## src/rtl/dwt_pair_framer.sv

```systemverilog
// Input sequencer for the 1D DWT lifting unit: packs a raster sample stream of
// one W x H tile into (even, odd) pairs with sof/eol framing and checks source markers.
module dwt_pair_framer #(
  parameter int DataWidth       = 16,
  parameter int MaximumSideSize = 512,
  parameter int CntWidth        = $clog2(MaximumSideSize) + 1
) (
  input  logic                 clk_i,
  input  logic                 rst_ni,
  input  logic [CntWidth-1:0]  cfg_width_i,
  input  logic [CntWidth-1:0]  cfg_height_i,
  input  logic                 start_i,
  output logic                 busy_o,
  output logic                 done_o,
  output logic                 err_o,
  output logic                 s_ready_o,
  input  logic                 s_valid_i,
  input  logic                 s_last_i,
  input  logic [DataWidth-1:0] s_data_i,
  input  logic                 m_ready_i,
  output logic                 m_valid_o,
  output logic                 m_sof_o,
  output logic                 m_eol_o,
  output logic [DataWidth-1:0] m_data_even_o,
  output logic [DataWidth-1:0] m_data_odd_o
);

  localparam logic [1:0] StIdle  = 2'd0;
  localparam logic [1:0] StRun   = 2'd1;
  localparam logic [1:0] StDrain = 2'd2;

  localparam logic [CntWidth-1:0] CntZero = '0;
  localparam logic [CntWidth-1:0] CntOne  = CntWidth'(1);
  localparam logic [CntWidth-1:0] CntTwo  = CntWidth'(2);
  localparam logic [CntWidth-1:0] CntMax  = CntWidth'(MaximumSideSize);

  logic [1:0]           state_reg;
  logic                 phase_reg;
  logic [CntWidth-1:0]  col_reg;
  logic [CntWidth-1:0]  row_reg;
  logic [CntWidth-1:0]  pairs_reg;
  logic [CntWidth-1:0]  height_reg;
  logic [DataWidth-1:0] hold_reg;
  logic                 busy_reg;
  logic                 done_reg;
  logic                 err_reg;

  logic                 out_full_reg;
  logic                 out_sof_reg;
  logic                 out_eol_reg;
  logic [DataWidth-1:0] out_even_reg;
  logic [DataWidth-1:0] out_odd_reg;

  logic cfg_ok;
  logic s_accept;
  logic odd_accept;
  logic line_end;
  logic last_row;
  logic last_expected;
  logic out_drain;

  assign cfg_ok = !cfg_width_i[0] &&
                  (cfg_width_i >= CntTwo) && (cfg_width_i <= CntMax) &&
                  (cfg_height_i != CntZero) && (cfg_height_i <= CntMax);

  // The even sample only fills the holding register, so it never waits on the sink.
  assign s_ready_o = (state_reg == StRun) && (!phase_reg || !out_full_reg || m_ready_i);

  assign s_accept      = s_valid_i && s_ready_o;
  assign odd_accept    = s_accept && phase_reg;
  assign line_end      = (col_reg == pairs_reg - CntOne);
  assign last_row      = (row_reg == height_reg - CntOne);
  assign last_expected = phase_reg && line_end;
  assign out_drain     = out_full_reg && m_ready_i;

  always_ff @(posedge clk_i or negedge rst_ni) begin
    if (!rst_ni) begin
      state_reg  <= StIdle;
      phase_reg  <= 1'b0;
      col_reg    <= '0;
      row_reg    <= '0;
      pairs_reg  <= '0;
      height_reg <= '0;
      hold_reg   <= '0;
      busy_reg   <= 1'b0;
      done_reg   <= 1'b0;
      err_reg    <= 1'b0;
    end else begin
      done_reg <= 1'b0;
      err_reg  <= 1'b0;
      case (state_reg)
        StIdle: begin
          if (start_i) begin
            if (cfg_ok) begin
              pairs_reg  <= cfg_width_i >> 1;
              height_reg <= cfg_height_i;
              col_reg    <= '0;
              row_reg    <= '0;
              phase_reg  <= 1'b0;
              busy_reg   <= 1'b1;
              state_reg  <= StRun;
            end else begin
              err_reg <= 1'b1;
            end
          end
        end
        StRun: begin
          if (s_accept) begin
            phase_reg <= !phase_reg;
            // Marker errors are reported but the counters keep the framing.
            if (s_last_i != last_expected) begin
              err_reg <= 1'b1;
            end
            if (!phase_reg) begin
              hold_reg <= s_data_i;
            end else if (line_end) begin
              col_reg <= '0;
              row_reg <= row_reg + CntOne;
              if (last_row) begin
                state_reg <= StDrain;
              end
            end else begin
              col_reg <= col_reg + CntOne;
            end
          end
        end
        StDrain: begin
          if (out_drain) begin
            done_reg  <= 1'b1;
            busy_reg  <= 1'b0;
            state_reg <= StIdle;
          end
        end
        default: state_reg <= StIdle;
      endcase
    end
  end

  // Single-entry output register; a load may coincide with a drain.
  always_ff @(posedge clk_i or negedge rst_ni) begin
    if (!rst_ni) begin
      out_full_reg <= 1'b0;
      out_sof_reg  <= 1'b0;
      out_eol_reg  <= 1'b0;
      out_even_reg <= '0;
      out_odd_reg  <= '0;
    end else if (odd_accept) begin
      out_full_reg <= 1'b1;
      out_sof_reg  <= (row_reg == CntZero) && (col_reg == CntZero);
      out_eol_reg  <= line_end;
      out_even_reg <= hold_reg;
      out_odd_reg  <= s_data_i;
    end else if (out_drain) begin
      out_full_reg <= 1'b0;
    end
  end

  assign busy_o        = busy_reg;
  assign done_o        = done_reg;
  assign err_o         = err_reg;
  assign m_valid_o     = out_full_reg;
  assign m_sof_o       = out_full_reg && out_sof_reg;
  assign m_eol_o       = out_full_reg && out_eol_reg;
  assign m_data_even_o = out_even_reg;
  assign m_data_odd_o  = out_odd_reg;

endmodule

```

## config.mk

```make
export PLATFORM = sky130hd
export DESIGN_NAME = dwt_pair_framer
export DESIGN_NICKNAME = d
export VERILOG_FILES = /design/src/rtl/dwt_pair_framer.sv
export SDC_FILE = /design/constraint.sdc
export NUM_CORES = 1
export LEC_CHECK = 0
export ABC_AREA = 1
export CAP_MARGIN = 20
export CORE_ASPECT_RATIO = 1.1
export CORE_UTILIZATION = 30
export CTS_BUF_LIST = sky130_fd_sc_hd__clkbuf_8
export CTS_CLUSTER_DIAMETER = 30
export DETAILED_ROUTE_END_ITERATION = 8
export GPL_ROUTABILITY_DRIVEN = 0
export HOLD_SLACK_MARGIN = 0.02
export PLACE_DENSITY = 0.5
export SLEW_MARGIN = 30
export SYNTH_ARGS = -nofsm -noshare
export SYNTH_HDL_FRONTEND = slang
export SYNTH_SLANG_ARGS = --single-unit
```

## constraint.sdc

```tcl
create_clock -name clk_i -period 3.45 [get_ports clk_i]
set_input_delay 0.5175 -clock clk_i [delete_from_list [all_inputs] [get_ports clk_i]]
set_output_delay 0.5175 -clock clk_i [all_outputs]
set_load 0.02 [all_outputs]
```

==> impl_metrics.toml <==
[outcome]
run_status = "finished clean"

[critical_path]
crit_cells = 11
crit_end = "row_reg[2]"
crit_path_max_fanout = 20
crit_path_cell_trace = "nor2_1 -> nand3_1 -> o21ai_0 -> nand2_1 -> nor2_1 -> nand3_1 -> buf_4 -> nand2_1 -> nand2_1 -> nand2_1 -> o21ai_1"
r2r-start = "pairs_reg[3]"
reg2reg_depth = 11
worst_path_max_delay_cell = "dfrtp_1"
rr_endpoint = "row_reg[2]"
crit_top_cell = "nand2_1"
worstPathRequired_ns = 3.69
slowest_delay_ns = 0.47
setup.worst_path.start = "pairs_reg[3]"
arrival_ns = 2.87
critPathBufInv = 1
cp-end-kind = "flip-flop"
critPathKind = "flip-flop to flip-flop"
crit_family = "simple AND/OR/NAND/NOR gates"
start_kind = "flip-flop"
r2r_setup_slack_ns = 0.82

[sta]
tightestPinTransition_ns = 0.697
setup_viol = 0
setup_tns_ns = 0
max-slew-margin-rel_pct = 53.5
post-route-period-util_pct = 76.2
hold_ws_ns = 0.167
max_freq_mhz = 380
fin_worst_skew_ns = 0.0109
period_needed_ns = 2.63
slew_violations = 0
rsz0062_at_grt = "no"
hold_viol_final = 0
timing.final.ws_setup_ns = 0.820

[clock_network]
clk_path_buf_depth = 2
clk_pin_slew_ns = 0.10
numCtsBuffers = 9
cts_setup_buffers = 0
cts_resized = 0
htreeDepth = 3
cts_sinks = 96
cts_tree = "built"
hold_buffers = 0
cts_root_buf = "clkbuf_8"
clk_latency_ns = 0.38

[floorplan]
ios = 81
die_y_um = 140
core_um2 = 17000
rows = 50
dieArea_um2 = 17900
start_util_pct = 30.6
die_x_um = 128

[synth]
ys_types = 34
postSynthAreaPerCell_um2 = 7.72
syn_area_um2 = 5200
synth_nets = 722
synth_top_area_share_pct = 46.2
synthCells = 674
synth.ff_latch_count = 96
yosysWarnings = 0
yosys.area.top_type = "dfrtp_1"
synth_area_leaders = "dfrtp_1 (46%), nand2_1 (15%), nand3_1 (6.2%), inv_1 (5.4%), o21ai_0 (4.3%)"
ys_seq_area_share_pct = 46.2

[grt]
grt.overflow.total = 0
grt_pass1_wl_mm = 22.7
grt_max_degree = 55
antenna_found_initial = 0
grt_util_all_layers_pct = 16.2
grt_pass1_vias = 4437

[drt]
drc = 0
vias = 4559
drt-pass1-iter-count = 5
routedWlPerCell_um = 13.6
postRouteAntennaNets = 0
via_per_inst = 4.60
wirelength_mm = 13.5
drtIter0Drc = 348

[pwr]
pwr-share-comb_pct = 4.6
p_total_mw = 1.94
max-vdd-ir-drop_mv = 0.180
power.leakage_nw = 3.13
power_density_nw_per_um2 = 302
switching_share_pct = 24.5
switching_power_uw = 475
pwr-share-clk_pct = 37.4
pwr-share-seq_pct = 58.0
internal-power_mw = 1.46

[run]
cap_violations = 0

[place]
dp_slack_ns = 0.636
port-buffer-count = 80
hpwl_mm = 10.1

[final_layout]
syn_to_final_growth_pct = 23.5
mostFrequentLayoutCell = "nand2_1"
final_cell_mix = "nand2_1 (208), dfrtp_1 (96), clkdlybuf4s50_1 (79)"
nets = 801
drive_gt1_share_pct = 7.12
num_antenna_cells = 0

[worst_hold_path]
hp-class = "input pin to async pin"
[worst register-to-register path, stage by stage, from the launching register on]
cell	delay, ns
dfrtp_1	0.47
nor2_1	0.22
nand3_1	0.16
o21ai_0	0.36
nand2_1	0.09
nor2_1	0.12
nand3_1	0.09
buf_4	0.19
nand2_1	0.10
nand2_1	0.43
nand2_1	0.17
o21ai_1	0.09
[synth_stat cells, drive strengths merged]
| cell | number |
|---|---|
| nand2 | 210 |
| dfrtp | 96 |
| inv | 77 |
| nand3 | 64 |
| o21ai | 64 |
| nor2 | 55 |
| mux2 | 16 |
| xor2 | 16 |
| buf | 13 |
| nor3 | 11 |
| nand4 | 10 |
| clkbuf | 7 |
| ha | 6 |
| nand3b | 6 |
| or2 | 5 |
| xnor2 | 5 |
| nor4 | 4 |
| clkinv | 2 |
| a21oi | 1 |
| a31oi | 1 |
| and2 | 1 |
| and3 | 1 |
| o211ai | 1 |
| o21bai | 1 |
| o22ai | 1 |
[routing by layer]
layer	global-route usage (%)	wire [um]	up-vias
met3	4.55	875	13
met4	5.45	181	0
met1	21.3	6300	2133
li1	-	-	2312
met2	25.7	6170	101
met5	0	0	-
[metrics by stage]
stage	cell area, um2	utilization (%)	std cells
2_1_floorplan	5200	-	674
3_3_place_gp	6230	36.6	976
3_5_place_dp	6230	36.6	976
4_1_cts	6420	37.8	992
5_1_grt	6420	37.8	992
6_report	6420	37.8	992
[final cells by class]
cell class	count	area, um2
fillers	1836	10600
clock buffers	10	138
flip-flops and latches	96	2400
well taps	234	293
repair buffers	88	858
inverters	79	297
clock inverters	6	52.6
multi-input cells	479	2380
[worst min path at each step]
stage,depth (start not counted),endpoint,slack [ns],start
final,1,height_reg[8],0.17,rst_ni
after floorplan,0,busy_o,0.22,rst_ni
after global routing,1,pairs_reg[2],0.22,rst_ni
after CTS,1,pairs_reg[1],0.20,rst_ni
after detailed placement,2,hold_reg[15],0.47,hold_reg[15]
after global placement,2,hold_reg[10],0.46,hold_reg[10]
[cells by family (layout without fill, tap and decap cells)]
logic type | after synthesis | in the layout | share of synthesized area (%)
AND/OR/NAND/NOR | 367 | 367 | 30.3
buffers and inverters | 99 | 183 | 7.98
flip-flops | 96 | 96 | 46.2
AO/OA/AOI/OAI | 69 | 69 | 7.07
XOR/XNOR | 21 | 21 | 3.54
multiplexers | 16 | 16 | 3.46
adder cells (fa/ha/maj) | 6 | 6 | 1.44
[power groups by stage]
| stage | Combinational [mW] | Clock (mW) | Sequential, mW |
|---|---|---|---|
| 6_report | 0.0884 | 0.725 | 1.12 |
| 5_1_grt | 0.101 | 0.797 | 1.12 |
| 4_1_cts | 0.0919 | 0.760 | 1.12 |
| 3_5_place_dp | 0.0915 | 0 | 1.15 |
| 3_3_place_gp | 0.0912 | 0 | 1.15 |
| 2_1_floorplan | 0.0110 | 0 | 1.15 |
(Power assumes the default switching activity.)
